## src/rtl/uart_rx.sv

```systemverilog
// UART receiver: start, DATA_BITS data bits LSB first, stop bit, with a one-cycle result strobe
// one cycle after the stop-bit mid-sample. Optional even parity bit when UART_RX_PARITY_EN is defined.
module uart_rx #(
    parameter int DATA_BITS    = 8,
    parameter int CLKS_PER_BIT = 16
) (
    input  logic                 clock,
    input  logic                 reset_n,
    input  logic                 serial_in,
    output logic [DATA_BITS-1:0] data_out,
    output logic                 data_valid,
    output logic                 framing_error,
    output logic                 parity_error,
    output logic                 busy
);
    localparam int CW = $clog2(CLKS_PER_BIT);
    localparam int IW = (DATA_BITS > 1) ? $clog2(DATA_BITS) : 1;
    localparam logic [CW-1:0] CNT_LAST = CW'(CLKS_PER_BIT - 1);
    localparam logic [CW-1:0] CNT_HALF = CW'(CLKS_PER_BIT / 2 - 1);
    localparam logic [IW-1:0] IDX_LAST = IW'(DATA_BITS - 1);

    localparam logic [2:0] S_IDLE   = 3'd0;
    localparam logic [2:0] S_START  = 3'd1;
    localparam logic [2:0] S_DATA   = 3'd2;
    localparam logic [2:0] S_STOP   = 3'd3;
    localparam logic [2:0] S_BREAK  = 3'd4;
`ifdef UART_RX_PARITY_EN
    localparam logic [2:0] S_PARITY = 3'd5;
`endif

    logic [2:0]           state_q, state_d;
    logic [CW-1:0]        cnt_q, cnt_d;
    logic [IW-1:0]        idx_q, idx_d;
    logic [DATA_BITS-1:0] shift_q, shift_d;
    logic [DATA_BITS-1:0] data_q;
    logic                 vld_pend_q, vld_pend_d;
    logic                 fe_pend_q, fe_pend_d;
    logic                 data_valid_q, framing_error_q;
`ifdef UART_RX_PARITY_EN
    logic                 par_q, par_d;
    logic                 pe_pend_q, pe_pend_d;
    logic                 parity_error_q;
`endif

    always_comb begin
        state_d    = state_q;
        cnt_d      = cnt_q;
        idx_d      = idx_q;
        shift_d    = shift_q;
        vld_pend_d = 1'b0;
        fe_pend_d  = 1'b0;
`ifdef UART_RX_PARITY_EN
        par_d      = par_q;
        pe_pend_d  = 1'b0;
`endif
        case (state_q)
            S_IDLE: begin
                if (!serial_in) begin
                    state_d = S_START;
                    cnt_d   = '0;
                end
            end
            S_START: begin
                if (cnt_q == CNT_HALF) begin
                    cnt_d   = '0;
                    idx_d   = '0;
                    state_d = serial_in ? S_IDLE : S_DATA;
                end else begin
                    cnt_d = cnt_q + 1'b1;
                end
            end
            S_DATA: begin
                if (cnt_q == CNT_LAST) begin
                    cnt_d          = '0;
                    shift_d[idx_q] = serial_in;
                    idx_d          = idx_q + 1'b1;
                    if (idx_q == IDX_LAST) begin
`ifdef UART_RX_PARITY_EN
                        state_d = S_PARITY;
`else
                        state_d = S_STOP;
`endif
                    end
                end else begin
                    cnt_d = cnt_q + 1'b1;
                end
            end
`ifdef UART_RX_PARITY_EN
            S_PARITY: begin
                if (cnt_q == CNT_LAST) begin
                    cnt_d   = '0;
                    par_d   = serial_in;
                    state_d = S_STOP;
                end else begin
                    cnt_d = cnt_q + 1'b1;
                end
            end
`endif
            S_STOP: begin
                // Leaving mid stop bit lets a directly following start bit be seen.
                if (cnt_q == CNT_LAST) begin
                    cnt_d = '0;
                    if (serial_in) begin
                        state_d    = S_IDLE;
                        vld_pend_d = 1'b1;
`ifdef UART_RX_PARITY_EN
                        if (^{shift_q, par_q}) begin
                            vld_pend_d = 1'b0;
                            pe_pend_d  = 1'b1;
                        end
`endif
                    end else begin
                        state_d   = S_BREAK;
                        fe_pend_d = 1'b1;
                    end
                end else begin
                    cnt_d = cnt_q + 1'b1;
                end
            end
            S_BREAK: begin
                if (serial_in) state_d = S_IDLE;
            end
            default: state_d = S_IDLE;
        endcase
    end

    always_ff @(posedge clock or negedge reset_n) begin
        if (!reset_n) begin
            state_q         <= S_IDLE;
            cnt_q           <= '0;
            idx_q           <= '0;
            shift_q         <= '0;
            data_q          <= '0;
            vld_pend_q      <= 1'b0;
            fe_pend_q       <= 1'b0;
            data_valid_q    <= 1'b0;
            framing_error_q <= 1'b0;
        end else begin
            state_q         <= state_d;
            cnt_q           <= cnt_d;
            idx_q           <= idx_d;
            shift_q         <= shift_d;
            vld_pend_q      <= vld_pend_d;
            fe_pend_q       <= fe_pend_d;
            data_valid_q    <= vld_pend_q;
            framing_error_q <= fe_pend_q;
            if (vld_pend_q) data_q <= shift_q;
        end
    end

`ifdef UART_RX_PARITY_EN
    always_ff @(posedge clock or negedge reset_n) begin
        if (!reset_n) begin
            par_q          <= 1'b0;
            pe_pend_q      <= 1'b0;
            parity_error_q <= 1'b0;
        end else begin
            par_q          <= par_d;
            pe_pend_q      <= pe_pend_d;
            parity_error_q <= pe_pend_q;
        end
    end
    assign parity_error = parity_error_q;
`else
    assign parity_error = 1'b0;
`endif

    assign data_out      = data_q;
    assign data_valid    = data_valid_q;
    assign framing_error = framing_error_q;
    assign busy          = (state_q != S_IDLE);
endmodule
```

## config.mk

```make
export PLATFORM = sky130hd
export DESIGN_NAME = uart_rx
export DESIGN_NICKNAME = d
export VERILOG_FILES = /design/src/rtl/uart_rx.sv
export SDC_FILE = /design/constraint.sdc
export NUM_CORES = 1
export LEC_CHECK = 0
export CORE_MARGIN = 2
export CORE_UTILIZATION = 51
export DETAILED_ROUTE_END_ITERATION = 8
export HOLD_SLACK_MARGIN = 0.06
export PLACE_DENSITY = 0.73
export SLEW_MARGIN = 20
export SYNTH_ARGS = -nofsm -noshare
export SYNTH_HDL_FRONTEND = slang
export SYNTH_SLANG_ARGS = --single-unit
```

## constraint.sdc

```tcl
create_clock -name clock -period 2.8 [get_ports clock]
set_input_delay 0.28 -clock clock [delete_from_list [all_inputs] [get_ports clock]]
set_output_delay 0.28 -clock clock [all_outputs]
set_load 0.005 [all_outputs]
```

==> flow_metrics.tcl, run 1 <==
set metrics [dict create \
    clock-sinks 30 \
    post_cts_buffers 0 \
    syn_area_per_cell_sq_um 12.4 \
    hold_class "input port to async pin" \
    crit_required_ns 2.52 \
    critPathKind "flip-flop to output port" \
    antenna_found_initial 0 \
    maxCapViolCount 0 \
    num_vias 878 \
    hold_buffers 0 \
    viasPerCell 5.74 \
    syn_nets 116 \
    critical_path.max_fanout 11 \
    area.growth.synth_to_final_pct 13.6 \
    drt_iter0_drc 21 \
    drc 0 \
    htree_num_levels 2 \
    dieArea_sq_mm 0.00310 \
    core_area_sq_mm 0.00250 \
    synth_edf_count 0 \
    switching_share_pct 30.0 \
    slew_viol_final 0 \
    start_util_pct 54.5 \
    synth_area_leader_cell "dfrtp_1" \
    skew_ns 0.00752 \
    antennaDiodeCount 0 \
    setup_viol 0 \
    place_area_sq_mm 0.00150 \
    power_density_mw_per_mm2 821 \
    clk_path_buf_depth 2 \
    rsz0062_at_grt "no" \
    final_core_util_pct 61.9 \
    io_buffers 13 \
    nNetsFinal 130 \
    grt_max_degree 31 \
    synth.most_common_cell "dfrtp_1" \
    synthDominantCellAreaShare_pct 55.1 \
    route.antenna.remaining_nets 0 \
    end_kind "output port" \
    fin_crit_ns 1.99 \
    pwr-share-seq_pct 50.5 \
    die_w_um 55.7 \
    syn-instance-count 110 \
    max_clock_freq_mhz 503 \
    synth_area_leaders "dfrtp_1 (55%), mux2_2 (9.1%), mux2_1 (6.6%)" \
    wl_um 2210 \
    pwr-share-comb_pct 29.9 \
    cts_buffers 5 \
    grt_usage_pct 16.3 \
    postLayoutCellArea_sq_mm 0.00155 \
    root_buffer "clkbuf_4" \
    ff2ff_path_depth 4 \
    crit_arrival_ns 1.71 \
    synth_warnings 0 \
    clk_pin_slew_ns 0.09 \
    cts_tree "yes" \
    setup_tns_ns 0 \
    synth.distinct_cells 31 \
    ctsResizeCount 0 \
    drive_gt1_share_pct 17.1 \
    r2r_start "cnt_q[0]$_DFFE_PN0P_" \
    grt_pass1_vias 816 \
    ys_seq_area_share_pct 55.1 \
    finalHoldViolCount 0 \
    power_frac_clock_pct 19.7 \
    grt_pass1_wl_um 3750 \
    r2r_slack_ns 1.15 \
    ys_top_cells_by_count "dfrtp_1 (30), mux2_2 (11), nand3_1 (9)" \
    p_leak_nw 0.682 \
    gp_congestion 0.719 \
    rr_endpoint "shift_q[4]$_DFFE_PN0P_" \
    syn-cell-area_sq_mm 0.00136 \
    ys.flop_type "dfrtp_1" \
    clk_latency_ns 0.32 \
    drtPass1Iterations 4 \
    power_mw 1.27 \
    pin_count 15 \
    ys_ff_latch 30 \
    irDropWorstVdd_mv 0.546 \
    synth-async-reset-ratio_pct 100 \
    worst_setup_path_start_kind "flip-flop" \
    dp_hpwl_um 1460 \
    die_h_um 55.7 \
    rows 18 \
    gr-total-overflow 0 \
    period_share_pct 71.0 \
    p_int_mw 0.888 \
    p_sw_mw 0.381 \
    avgRoutedWirePerCell_um 14.5 \
    status "finished, final reports clean" \
]
==> placed cells by master (no fill, tap or decap), types with 3 or more instances in the layout <==
cell type        Yosys  routed
dfrtp_1             30      30
clkdlybuf4s50_1      0      13
mux2_2              11      11
nand3_1              9       9
mux2_1               8       8
nor2_1               6       6
clkbuf_4             0       5
inv_1                4       4
nand2_1              3       3
nor2b_1              3       3
a22o_1               3       3
ha_1                 3       3
==> cells by family (layout without fill, tap and decap cells) <==
family	Yosys count	in the layout	share of synthesized area [%]
mux	19	19	15.7
fa+ha+maj	3	3	2.76
xor+xnor	1	1	0.643
simple gates	34	34	14.7
other cells	1	1	0.275
compound gates	11	11	6.62
flops	30	30	55.1
buf+inv	11	24	4.14
==> per-stage QoR <==
step	std cells	setup WS [ns]	hold slack, ns
detailed placement	147	1.11	0.338
finish	153	0.811	0.334
global placement	147	1.16	0.334
CTS	153	0.810	0.328
floorplan	110	1.29	-0.0156
global route	153	0.721	0.346
==> power groups by stage <==
stage               sequential [mW]  clock (mW)  combinational (mW)
finish                        0.641       0.249               0.379
global placement              0.635           0               0.370
floorplan                     0.605           0               0.263
CTS                           0.638       0.263               0.385
global route                  0.654       0.283               0.416
detailed placement            0.645           0               0.384
==> critical path: stages (launching register included) <==
cell and delay, ns:
dfrtp_1 0.60, inv_1 0.20, nand2_1 0.10, clkdlybuf4s50_1 0.49
==> layer usage <==
layer	routed length, um	global-route usage, %	share of wire, %	up-vias
met5	0	0	0	-
met4	60	10.5	2.7	0
met3	101	7.21	4.6	5
met2	944	22.1	43	22
met1	1110	21.0	50	432
li1	-	-	-	419
==> layout make-up <==
type | count | area (sq um)
Tap cell | 30 | 37.5
Inverter | 4 | 15.0
Sequential cell | 30 | 751
Multi-Input combinational cell | 69 | 554
Clock buffer | 6 | 51.3
Fill cell | 207 | 953
Timing Repair Buffer | 14 | 138
==> registers in the layout, indices dropped and copies added (netlist names) <==
register	cells
framing_error	1
shift_q	8
vld_pend_q	1
state_q	3
idx_q	3
data_out	8
fe_pend_q	1
cnt_q	4
data_valid	1
==> worst max path at each step <==
stage / start / endpoint / slack [ns] / depth (start not counted)
final: state_q[2]$_DFFE_PN0P_ / busy / 0.81 / 3
after global routing: state_q[0]$_DFFE_PN0P_ / busy / 0.72 / 3
after CTS: state_q[0]$_DFFE_PN0P_ / busy / 0.81 / 3
after detailed placement: serial_in / state_q[0]$_DFFE_PN0P_ / 1.11 / 4
after global placement: serial_in / state_q[0]$_DFFE_PN0P_ / 1.16 / 4
after floorplan: cnt_q[0]$_DFFE_PN0P_ / state_q[0]$_DFFE_PN0P_ / 1.29 / 5
Note: power is estimated with default switching activity, not from simulation.
==> inputs of run 2 (changes only) <==
--- a/config.mk
+++ b/config.mk
@@ -6,10 +6,10 @@
 export NUM_CORES = 1
 export LEC_CHECK = 0
 export CORE_MARGIN = 2
-export CORE_UTILIZATION = 51
+export CORE_UTILIZATION = 49
 export DETAILED_ROUTE_END_ITERATION = 8
 export HOLD_SLACK_MARGIN = 0.06
-export PLACE_DENSITY = 0.73
+export PLACE_DENSITY = 0.74
 export SLEW_MARGIN = 20
 export SYNTH_ARGS = -nofsm -noshare
 export SYNTH_HDL_FRONTEND = slang
==> constraint.sdc (replaced) <==
create_clock -name clock -period 1.6 [get_ports clock]
set_input_delay 0.16 -clock clock [delete_from_list [all_inputs] [get_ports clock]]
set_output_delay 0.16 -clock clock [all_outputs]
set_load 0.005 [all_outputs]
==> flow_metrics.tcl, run 2 (synthesis gave the netlist of run 1 again) <==
set metrics [dict create \
    clk_pin_slew_ns 0.09 \
    skew_ns 0.00656 \
    grt_pass1_wl_um 4220 \
    pre_cts_ws_ns 0.0269 \
    pin_count 15 \
    hold_class "input port to async pin" \
    worst_setup_path_start_kind "flip-flop" \
    power_density_mw_per_mm2 1450 \
    cts_buffers 5 \
    place_area_sq_mm 0.00156 \
    nNetsFinal 140 \
    area.growth.synth_to_final_pct 20.3 \
    antenna_found_initial 0 \
    hold_buffers 0 \
    crit_arrival_ns 1.71 \
    cp_num_buf_inv 1 \
    p_int_mw 1.66 \
    dp_hpwl_um 1740 \
    clock-sinks 30 \
    path_cells "ha_1, buf_4, and2_1, nand3_1, mux2_2" \
    period_share_pct 92.7 \
    r2r_slack_ns 0.12 \
    r2r_start "cnt_q[0]$_DFFE_PN0P_" \
    p_leak_nw 0.736 \
    critical-path-top-delay-family "flip-flops" \
    start_util_pct 50.7 \
    wl_um 2360 \
    max_clock_freq_mhz 674 \
    power_mw 2.37 \
    viasPerCell 5.60 \
    pwr-share-comb_pct 35.3 \
    switching_share_pct 30.0 \
    rr_endpoint "state_q[1]$_DFFE_PN0P_" \
    drtPass1Iterations 4 \
    crit_required_ns 1.83 \
    grt_max_degree 31 \
    io_buffers 13 \
    clk_latency_ns 0.33 \
    rows 19 \
    drc 0 \
    cp_slowest_stage_delay_ns 0.42 \
    final_core_util_pct 61.0 \
    setup_tns_ns 0 \
    maxCapViolCount 0 \
    end_kind "flip-flop" \
    root_buffer "clkbuf_4" \
    fin_crit_ns 1.48 \
    route.antenna.remaining_nets 0 \
    grt_pass1_vias 926 \
    core_area_sq_mm 0.00269 \
    drt_iter0_drc 14 \
    status "finished, final reports clean" \
    irDropWorstVdd_mv 0.948 \
    crit_slowest_cell "dfrtp_1" \
    setup_viol 0 \
    avgRoutedWirePerCell_um 14.2 \
    gr-total-overflow 0 \
    htree_num_levels 2 \
    pwr-share-seq_pct 45.0 \
    finalHoldViolCount 0 \
    postLayoutCellArea_sq_mm 0.00164 \
    critPathKind "flip-flop to flip-flop" \
    drive_gt1_share_pct 26.7 \
    layout_commonest_cell "dfrtp_1" \
    die_h_um 56.7 \
    grt_usage_pct 17.8 \
    critical_path.max_fanout 4 \
    num_vias 929 \
    startpoint "cnt_q[0]$_DFFE_PN0P_" \
    power_frac_clock_pct 19.7 \
    fin_ws_ns 0.117 \
    dieArea_sq_mm 0.00322 \
    rsz0062_at_grt "no" \
    antennaDiodeCount 0 \
    ff2ff_path_depth 5 \
    cts_tree "yes" \
    layout_common_cells "dfrtp_1 (28), clkdlybuf4s50_1 (12), mux2_2 (11), buf_4 (11), nand3_1 (9)" \
    die_w_um 56.7 \
    p_sw_mw 0.713 \
    gp_congestion 0.843 \
    clk_path_buf_depth 2 \
    slew_viol_final 0 \
]
## run 2: per-layer routing
| metal | vias to the layer above | track usage [%] | part of all wire [%] |
|---|---|---|---|
| met3 | 7 | 6.45 | 5.6 |
| met2 | 28 | 28.1 | 48 |
| met1 | 456 | 21.1 | 44 |
| met5 | - | 0 | 0 |
| met4 | 0 | 9.52 | 2.1 |
| li1 | 438 | - | - |
## run 2: area by class of cell
type,count,area (sq um)
multi-input combinational,69,559
clock buffer,7,55.1
inverter,4,15.0
clock inverter,1,5.00
sequential,30,753
fill,228,1050
timing repair buffer,24,211
tap,31,38.8
## run 2: how the worst max path moves through the flow
stage / cells after the start / endpoint
detailed placement: 4 / shift_q[6]$_DFFE_PN0P_
floorplan: 5 / state_q[0]$_DFFE_PN0P_
finish: 5 / state_q[1]$_DFFE_PN0P_
CTS: 4 / shift_q[3]$_DFFE_PN0P_
global placement: 4 / shift_q[7]$_DFFE_PN0P_
global route: 5 / state_q[1]$_DFFE_PN0P_
## run 2: power by group through the flow
stage	Sequential, mW	Combinational [mW]	Clock, mW
floorplan	1.06	0.460	0
global placement	1.07	0.781	0
detailed placement	1.08	0.815	0
CTS	1.07	0.837	0.480
global route	1.10	0.923	0.523
finish	1.07	0.836	0.467
## run 2: timing repair
action / 4_1_cts / 5_1_grt
setup endpoints to repair: 1 / 12
gates resized for setup: 4 / 2
setup buffers: 1 / 0
pin swaps: 0 / 0
## run 2: per-stage QoR
stage	cells	hold WS [ns]
after detailed placement	157	0.337
after global placement	157	0.335
after floorplan	110	-0.136
after CTS	166	0.205
after global routing	166	0.234
final	166	0.197
## run 2: worst reg2reg max path: cells and delay by family (launching register included)
family / cells / cell delay (ns)
flops: 1 / 0.42
mux: 1 / 0.33
simple gates: 2 / 0.27
fa+ha+maj: 1 / 0.23
buf+inv: 1 / 0.14
==> inputs of run 3 (changes only) <==
--- a/config.mk
+++ b/config.mk
@@ -6,10 +6,9 @@
 export NUM_CORES = 1
 export LEC_CHECK = 0
 export CORE_MARGIN = 2
-export CORE_UTILIZATION = 49
+export CORE_UTILIZATION = 40
 export DETAILED_ROUTE_END_ITERATION = 8
 export HOLD_SLACK_MARGIN = 0.06
-export PLACE_DENSITY = 0.74
 export SLEW_MARGIN = 20
 export SYNTH_ARGS = -nofsm -noshare
 export SYNTH_HDL_FRONTEND = slang
==> constraint.sdc (replaced) <==
create_clock -name clock -period 1.4 [get_ports clock]
set_input_delay 0.14 -clock clock [delete_from_list [all_inputs] [get_ports clock]]
set_output_delay 0.14 -clock clock [all_outputs]
set_load 0.005 [all_outputs]
==> flow_metrics.tcl, run 3 (synthesis gave the netlist of run 1 again) <==
set metrics [dict create \
    wl_met3_um 102 \
    end_kind "flip-flop" \
    critPathKind "flip-flop to flip-flop" \
    dieArea_sq_mm 0.00389 \
    grt_pass1_wl_um 4730 \
    met2_length_um 1310 \
    setup_viol 1 \
    worst_setup_path_start_kind "flip-flop" \
    violations "negative setup slack" \
    pin_count 15 \
    p_leak_nw 0.857 \
    clk_latency_ns 0.34 \
    gp_congestion 0.775 \
    final_core_util_pct 55.8 \
    layout_commonest_cell "dfrtp_1" \
    drt_iter0_drc 42 \
    die_w_um 62.3 \
    die_h_um 62.3 \
    crit_required_ns 1.64 \
    status "complete, but fails checks" \
    antenna_found_initial 0 \
    clk_path_buf_depth 2 \
    power_mw 3.21 \
    grt_pass1_vias 971 \
    max_clock_freq_mhz 712 \
    cts_buffers 5 \
    root_buffer "clkbuf_4" \
    core_area_sq_mm 0.00331 \
    irDropWorstVdd_mv 0.942 \
    rsz0062_at_grt "yes" \
    drc 0 \
    maxCapViolCount 0 \
    drtPass1Iterations 4 \
    avgRoutedWirePerCell_um 14.4 \
    grt_usage_pct 15.8 \
    clock-sinks 30 \
    ff2ff_path_depth 4 \
    slew_viol_final 0 \
    fin_ws_ns -0.00436 \
    grt_max_degree 31 \
    power_density_mw_per_mm2 1740 \
    dp_hpwl_um 1710 \
    cp_slowest_stage_delay_ns 0.42 \
    cts_tree "yes" \
    path_cells "buf_4, and4_2, a211o_1, and3_1" \
    finalHoldViolCount 0 \
    hold_class "input port to async pin" \
    period_share_pct 100 \
    top_layer "met4" \
    layout_common_cells "dfrtp_1 (28), buf_4 (18), clkdlybuf4s50_1 (10), mux2_2 (9)" \
    antennaDiodeCount 0 \
    critical_path.max_fanout 5 \
    num_vias 965 \
    rows 21 \
    wl_met1_um 1280 \
    clk_pin_slew_ns 0.10 \
    io_buffers 13 \
    viasPerCell 5.08 \
    gr-total-overflow 0 \
    drive_gt1_share_pct 41.0 \
    area.growth.synth_to_final_pct 35.7 \
    htree_num_levels 2 \
    skew_ns 0.00766 \
    route.antenna.remaining_nets 0 \
    fin_crit_ns 1.40 \
    crit_arrival_ns 1.64 \
    wl_um 2730 \
    nNetsFinal 149 \
    start_util_pct 41.1 \
    crit_slowest_cell "dfrtp_1" \
]
[run 3: cell types whose count changed in the layout (fill, tap and decap cells not counted), sizes merged]
cell / before / now
and4: 1 / 2
dlygate4sd2: 1 / 0
bufinv: 0 / 1
dlymetal6s2s: 0 / 2
buf: 11 / 19
clkinv: 1 / 2
clkdlybuf4s50: 12 / 10
clkbuf: 7 / 6
[run 3: routing by layer]
metal  track usage, %  up-vias
met5                0        -
met4             5.83        0
met3             5.98        5
met2             23.9       13
met1             20.8      492
li1                 -      455
[run 3: worst paths after layout]
check                                  startpoint                      end  slack [ns]
max                        state_q[1]$_DFFE_PN0P_   state_q[0]$_DFFE_PN0P_      -0.004
min                                       reset_n   state_q[0]$_DFFE_PN0P_        0.18
max reg2reg                state_q[1]$_DFFE_PN0P_   state_q[0]$_DFFE_PN0P_      -0.004
min reg2reg                   fe_pend_q$_DFF_PN0_  framing_error$_DFF_PN0_        0.36
max in group asynchronous                 reset_n   state_q[2]$_DFFE_PN0P_        0.93
min in group clock            fe_pend_q$_DFF_PN0_  framing_error$_DFF_PN0_        0.36
[run 3: stage by stage]
step	hold slack, ns	setup slack (ns)	setup TNS, ns	instance area [sq um]	std cells
floorplan	-0.156	-0.00141	-0.00281	1360	110
global placement	0.337	-0.110	-0.588	1620	176
global route	0.207	-0.0534	-0.284	1850	190
detailed placement	0.341	-0.158	-1.24	1620	176
finish	0.184	-0.00436	-0.00436	1850	190
CTS	0.186	-0.0111	-0.0111	1750	187
[run 3: area by class of cell]
| type | count | area [sq um] |
|---|---|---|
| multi-input combinational | 70 | 667 |
| inverter | 4 | 15.0 |
| sequential | 30 | 753 |
| timing repair buffer | 32 | 277 |
| clock inverter | 3 | 40.0 |
| clock buffer | 5 | 37.5 |
| fill | 284 | 1460 |
| tap | 46 | 57.6 |
[run 3: what timing repair did]
item,CTS,global route
pin swaps,1,4
gates resized for setup,13,16
cloned,0,1
setup buffers,3,2
hold buffers,0,0
setup endpoints to repair,14,16
[run 3: report_power, final]
group          switching [mW]  leakage [nW]  internal (mW)
Clock                   0.313        0.0450          0.369
Combinational           0.509         0.437          0.778
Sequential              0.171         0.376           1.07
[run 3: critical path: cells and delay by family (launching register included)]
family                 cells  cell delay [ns]
AOI/OAI and AO/OA          1             0.29
buffers and inverters      1             0.16
DFF                        1             0.42
and+or+nand+nor            2             0.43
